`config.mk`:
```
export PLATFORM = sky130hd
export DESIGN_NAME = spi_slave_core
export DESIGN_NICKNAME = d
export VERILOG_FILES = /design/src/rtl/spi_pkg.sv /design/src/rtl/spi_sync_edge.sv /design/src/rtl/spi_slave_core.sv
export SDC_FILE = /design/constraint.sdc
export NUM_CORES = 1
export LEC_CHECK = 0
export ABC_AREA = 1
export BUFFER_PORTS_ARGS = -buffer_cell sky130_fd_sc_hd__buf_2
export CAP_MARGIN = 20
export CORE_UTILIZATION = 60
export DETAILED_ROUTE_END_ITERATION = 10
export GPL_TIMING_DRIVEN = 0
export PLACE_DENSITY = 0.92
export SYNTH_ARGS = -nofsm -noshare
export SYNTH_HDL_FRONTEND = slang
export SYNTH_SLANG_ARGS = --single-unit
```
`constraint.sdc`:
```
create_clock -name clk_i -period 3.34 [get_ports clk_i]
set_input_delay 0.167 -clock clk_i [delete_from_list [all_inputs] [get_ports clk_i]]
set_output_delay 0.167 -clock clk_i [all_outputs]
set_load 0.03 [all_outputs]
```
`src/rtl/spi_pkg.sv`:
```
// Shared definitions for the SPI mode-0 slave: mode constants, default widths
// and the frame FSM encoding.
package spi_pkg;

  localparam int CPOL = 0;
  localparam int CPHA = 0;

  localparam int         DEFAULT_DATA_W    = 8;
  localparam logic [7:0] DEFAULT_IDLE_WORD = 8'hFF;

  typedef enum logic {
    IDLE  = 1'b0,
    SHIFT = 1'b1
  } spi_state_e;

endpackage

```
`src/rtl/spi_sync_edge.sv`:
```
// Multi-flop synchronizer plus one history flop; reports the synchronized
// level together with single-cycle rise and fall strobes.
module spi_sync_edge #(
  parameter int   SYNC_STAGES = 2,
  parameter logic RESET_VAL   = 1'b0
) (
  input  logic clk_i,
  input  logic rst_i,
  input  logic d_i,
  output logic level_o,
  output logic rise_o,
  output logic fall_o
);

  logic [SYNC_STAGES-1:0] sync_q;
  logic                   hist_q;

  always_ff @(posedge clk_i) begin
    if (rst_i) begin
      sync_q <= {SYNC_STAGES{RESET_VAL}};
      hist_q <= RESET_VAL;
    end else begin
      sync_q <= {sync_q[SYNC_STAGES-2:0], d_i};
      hist_q <= sync_q[SYNC_STAGES-1];
    end
  end

  assign level_o = sync_q[SYNC_STAGES-1];
  assign rise_o  = level_o & ~hist_q;
  assign fall_o  = ~level_o & hist_q;

endmodule

```
`src/rtl/spi_slave_core.sv`:
```
// SPI mode-0 slave endpoint, oversampled in the clk_i domain, with a
// single-entry TX buffer. Define SPI_SLAVE_OVERRUN_EN to add rx_overrun_o.
module spi_slave_core
  import spi_pkg::*;
#(
  parameter int                DATA_W      = DEFAULT_DATA_W,
  parameter int                SYNC_STAGES = 2,
  parameter logic [DATA_W-1:0] IDLE_WORD   = DATA_W'(DEFAULT_IDLE_WORD)
) (
  input  logic              clk_i,
  input  logic              rst_i,
  input  logic              spi_sclk_i,
  input  logic              spi_cs_i,
  input  logic              spi_mosi_i,
  output logic              spi_miso_o,
  output logic              spi_miso_oe_o,
  output logic [DATA_W-1:0] rx_data_o,
  output logic              rx_valid_o,
  input  logic              rx_ack_i,
  input  logic [DATA_W-1:0] tx_data_i,
  input  logic              tx_load_i,
  output logic              tx_ready_o,
`ifdef SPI_SLAVE_OVERRUN_EN
  output logic              rx_overrun_o,
`endif
  output logic              busy_o
);

  localparam int CNT_W   = $clog2(DATA_W + 1);
  localparam int FLUSH_W = $clog2(SYNC_STAGES + 2);

  spi_state_e        state_q, state_d;
  logic [CNT_W-1:0]  bit_cnt_q;
  logic [DATA_W-1:0] shift_reg_q, rx_shift_q, tx_buf_q;
  logic              tx_full_q, word_done_q, armed_q;
  logic [FLUSH_W-1:0] flush_cnt_q;

  logic sclk_level_unused, sclk_rise, sclk_fall;
  logic cs_level, cs_rise, cs_fall;
  logic mosi_level, mosi_rise_unused, mosi_fall_unused;
  logic cs_start, load_now, flushed;
  logic [DATA_W-1:0] reload_word;

  spi_sync_edge #(.SYNC_STAGES(SYNC_STAGES), .RESET_VAL(1'b0)) u_sclk_sync (
    .clk_i(clk_i), .rst_i(rst_i), .d_i(spi_sclk_i),
    .level_o(sclk_level_unused), .rise_o(sclk_rise), .fall_o(sclk_fall)
  );

  spi_sync_edge #(.SYNC_STAGES(SYNC_STAGES), .RESET_VAL(1'b1)) u_cs_sync (
    .clk_i(clk_i), .rst_i(rst_i), .d_i(spi_cs_i),
    .level_o(cs_level), .rise_o(cs_rise), .fall_o(cs_fall)
  );

  spi_sync_edge #(.SYNC_STAGES(SYNC_STAGES), .RESET_VAL(1'b0)) u_mosi_sync (
    .clk_i(clk_i), .rst_i(rst_i), .d_i(spi_mosi_i),
    .level_o(mosi_level), .rise_o(mosi_rise_unused), .fall_o(mosi_fall_unused)
  );

  // A frame may only start after CS has been seen high through a flushed
  // synchronizer, so a CS held low across reset never opens a frame.
  assign flushed = (flush_cnt_q == FLUSH_W'(SYNC_STAGES + 1));

  always_ff @(posedge clk_i) begin
    if (rst_i) begin
      flush_cnt_q <= '0;
      armed_q     <= 1'b0;
    end else if (!flushed) begin
      flush_cnt_q <= flush_cnt_q + 1'b1;
    end else if (cs_level) begin
      armed_q <= 1'b1;
    end
  end

  assign cs_start    = cs_fall & armed_q;
  assign reload_word = tx_full_q ? tx_buf_q : IDLE_WORD;
  assign load_now    = ((state_q == IDLE) && cs_start) ||
                       ((state_q == SHIFT) && sclk_fall && (bit_cnt_q == CNT_W'(DATA_W)));

  always_ff @(posedge clk_i) begin
    if (rst_i) state_q <= IDLE;
    else       state_q <= state_d;
  end

  always_comb begin
    state_d = state_q;
    case (state_q)
      IDLE:    if (cs_start) state_d = SHIFT;
      SHIFT:   if (cs_rise)  state_d = IDLE;
      default: state_d = IDLE;
    endcase
  end

  always_comb begin
    busy_o        = (state_q == SHIFT);
    spi_miso_oe_o = (state_q == SHIFT);
    spi_miso_o    = (state_q == SHIFT) ? shift_reg_q[DATA_W-1] : 1'b1;
  end

  always_ff @(posedge clk_i) begin
    if (rst_i) begin
      shift_reg_q <= '0;
      rx_shift_q  <= '0;
      bit_cnt_q   <= '0;
      word_done_q <= 1'b0;
    end else begin
      word_done_q <= 1'b0;
      if (load_now) begin
        shift_reg_q <= reload_word;
        bit_cnt_q   <= '0;
      end else if (state_q == SHIFT) begin
        if (sclk_rise) begin
          rx_shift_q  <= {rx_shift_q[DATA_W-2:0], mosi_level};
          bit_cnt_q   <= bit_cnt_q + 1'b1;
          word_done_q <= (bit_cnt_q == CNT_W'(DATA_W - 1));
        end else if (sclk_fall) begin
          shift_reg_q <= {shift_reg_q[DATA_W-2:0], 1'b0};
        end
      end
    end
  end

  // A reload empties the buffer; a load accepted in the same cycle refills it.
  always_ff @(posedge clk_i) begin
    if (rst_i) begin
      tx_full_q <= 1'b0;
      tx_buf_q  <= '0;
    end else begin
      if (load_now) tx_full_q <= 1'b0;
      if (tx_load_i && !tx_full_q) begin
        tx_buf_q  <= tx_data_i;
        tx_full_q <= 1'b1;
      end
    end
  end

  assign tx_ready_o = ~tx_full_q;

  always_ff @(posedge clk_i) begin
    if (rst_i) begin
      rx_data_o  <= '0;
      rx_valid_o <= 1'b0;
    end else if (word_done_q) begin
      rx_data_o  <= rx_shift_q;
      rx_valid_o <= 1'b1;
    end else if (rx_ack_i) begin
      rx_valid_o <= 1'b0;
    end
  end

`ifdef SPI_SLAVE_OVERRUN_EN
  always_ff @(posedge clk_i) begin
    if (rst_i)                                 rx_overrun_o <= 1'b0;
    else if (rx_ack_i)                         rx_overrun_o <= 1'b0;
    else if (word_done_q && rx_valid_o)        rx_overrun_o <= 1'b1;
  end
`endif

endmodule

```
==> out/results.ini <==
[synthesis]
ys_types=25
syn_inst=248
async_flop_share_pct=0
synth_ff_type=dfxtp_1
ys_top_cells_by_count=dfxtp_1 (51), inv_1 (37), a21oi_1 (28), nand2_1 (27), o21ai_0 (26)
syn_nets=266
yosysTopAreaCell=dfxtp_1
ys_seq_elements=51
syn_area_mm2=0.002047
yosys_warnings=0
synth_top_area_share_pct=49.88
avgSynthCellArea_um2=8.254
ys_top_cells_by_area=dfxtp_1 (50%), a21oi_1 (6.8%), inv_1 (6.8%)
synth_enable_flop_cells=0
ys_seq_area_share_pct=49.88
yosysMostFrequentCell=dfxtp_1

[sta]
hold_violations=0
period_share_pct=47.88
setup_tns_ps=0
worst_pin_slew_ps=450.5
fmax_mhz=625.3
setup_viol=0
hold_slack_ps=24.76
relSlewSlack_pct=69.97
clock_skew_ps=11.25
rsz0062_at_grt=no
final_max_slew_viol_count=0
fin_crit_ps=1599

[floorplanning]
die_area_mm2=0.003649
die_h_um=60.41
die_w_um=60.41
fp.coreArea_mm2=0.003153
io-pin-count=28
row_count=20
start_util_pct=64.92

[setup_path]
rr_endpoint=word_done_q
r2r-start=bit_cnt_q[0]
crit_path_start_kind=flip-flop
worstSetupPathType=flip-flop to output port
cp.required_ps=3170
r2r_setup_slack_ps=1790
arrival_ps=1430
worstSetupEndpointType=output port
r2r_cells=7
cp_max_fo=8

[pwr]
pwr-share-seq_pct=64.0
power_leakage_nw=1.076
p_total_mw=1.008
swShare_pct=25.45
p_int_uw=751.8
power_frac_comb_pct=9.1
vdd_drop_max_uv=327.5
p_per_area_mw_per_mm2=433.3
p_switching_uw=256.6
p_clk_share_pct=26.9

[placed_design]
port_buffers=27
dp.cells=319
gp_congestion=0.7793
post-dp-hpwl_mm=2.833
dpl_cell_area_mm2=0.002237

[worst_hold_path]
hold_path_end=rx_valid_o
worstHoldStart=rx_ack_i
hold_path.class=input port to flip-flop
hold_depth=4

[cts]
cts_buffers=5
cts_buffer_depth=2
clk_latency_ps=380
root_buffer=clkbuf_4
cts-hold-fix-buffers=3
cts-htree-levels=2
cts.sinks=51
ctsResizeCount=0
cts_tree=done
post-cts-setup-buffers=0
path_clk_slew_ps=130

[global_routing]
grt_max_degree=15
grt_pass1_vias=1525
gr-usage-all-layers_pct=24.61
grt_use_met2_pct=41.92
use_met1_pct=28.96
met3_usage_pct=7.036
antenna_found_initial=0
grt_pass1_wl_mm=6.568
grt_overflow=0
busiest_layer=met2

[detailed_routing]
routed_wl_mm=4.035
first_iter_violations=67
first_pass_iters=4
drcViolationCount=0
wire_per_inst_um=12.19
num_vias=1727
ant_nets=0
viasPerCell=5.218

[layout]
final_area_mm2=0.002327
diodes=0
syn_to_final_growth_pct=13.69
final_cells=331
final_nets=304
nFillCells=243
drive_above_1_share_pct=19.86

[flow_run]
drv_cap=0

[outcome]
status=complete, no violations

-- state kept, by name, indices dropped and copies added (netlist names) --
name and cells:
u_mosi_sync.sync_q 2, u_sclk_sync.sync_q 2, rx_shift_q 8, bit_cnt_q 4, u_cs_sync.hist_q 1, armed_q 1
rx_data_o 8, tx_full_q 1, word_done_q 1, u_sclk_sync.hist_q 1, busy_o 1, tx_buf_q 8
flush_cnt_q 2, u_cs_sync.sync_q 2, shift_reg_q 8, rx_valid_o 1
-- worst max-delay path: stages, from the launching register on --
cell and delay (ps):
dfxtp_1 560, inv_1 70, or2_2 270, buf_2 180
-- power groups by stage --
| stage | clock network, mW | registers [mW] | logic [mW] |
|---|---|---|---|
| 6_report | 0.271 | 0.646 | 0.0914 |
| 5_1_grt | 0.298 | 0.650 | 0.103 |
| 4_1_cts | 0.272 | 0.646 | 0.0908 |
| 3_5_place_dp | 0 | 0.659 | 0.0870 |
| 3_3_place_gp | 0 | 0.658 | 0.0834 |
| 2_1_floorplan | 0 | 0.657 | 0.0631 |
-- metrics by stage --
stage	utilization, %	worst slack (ps)
after global routing	73.81	1650
final	73.81	1741
after floorplan	-	1959
after CTS	73.49	1727
after global placement	70.95	1908
after detailed placement	70.95	1830
-- kinds of logic after synthesis --
logic type                 count (synthesis)  share of synthesized area, %
AOI/OAI and AO/OA                         57                         14.36
DFF                                       51                         49.88
and+or+nand+nor                           88                         23.23
adders and majority gates                  3                         1.834
xor gates and xnor gates                   1                        0.4280
buffers and inverters                     48                         10.27
-- worst max-delay path by stage --
stage                             from  cells past startpoint        endpoint  slack [ps]
after floorplan                 busy_o                      4   rx_shift_q[6]        1960
after global placement    bit_cnt_q[0]                      7     word_done_q        1910
after detailed placement  bit_cnt_q[0]                      8  shift_reg_q[7]        1830
after CTS                       busy_o                      3      spi_miso_o        1730
after global routing            busy_o                      3      spi_miso_o        1650
final                           busy_o                      3      spi_miso_o        1740
-- placed cells by master, fill, tap and decap left out, types with 5 or more instances in the layout --
| cell type | netlist | layout |
|---|---|---|
| clkbuf_1 | 3 | 5 |
| buf_2 | 0 | 27 |
| nand2_4 | 5 | 5 |
| clkbuf_4 | 0 | 5 |
| a21oi_1 | 28 | 28 |
| nand3_1 | 21 | 21 |
| nand2_1 | 27 | 27 |
| nand4_1 | 6 | 6 |
| o21ai_0 | 26 | 26 |
| dfxtp_1 | 51 | 51 |
| nor2_1 | 18 | 18 |
| inv_1 | 37 | 37 |
-- cell type report --
cell class              count  area [um^2]  share of cell area [%]
repair buffers             31        175.2                   7.527
inverters                  38        142.6                   6.129
well taps                  44        55.05                   2.366
clock inverters             1        5.005                  0.2151
multi-input cells         149        815.8                   35.05
plain buffers              10        67.56                   2.903
flip-flops and latches     51         1021                   43.87
clock buffers               7        45.04                   1.935
-- per-layer routing --
layer / vias to the layer above / part of all wire [%] / routed length (um)
li1: 884 / - / -
met3: 6 / 3.3 / 135
met1: 800 / 44 / 1789
met4: 0 / 1.4 / 55
met2: 37 / 51 / 2055
met5: - / 0 / 0
(Power assumes the default switching activity.)
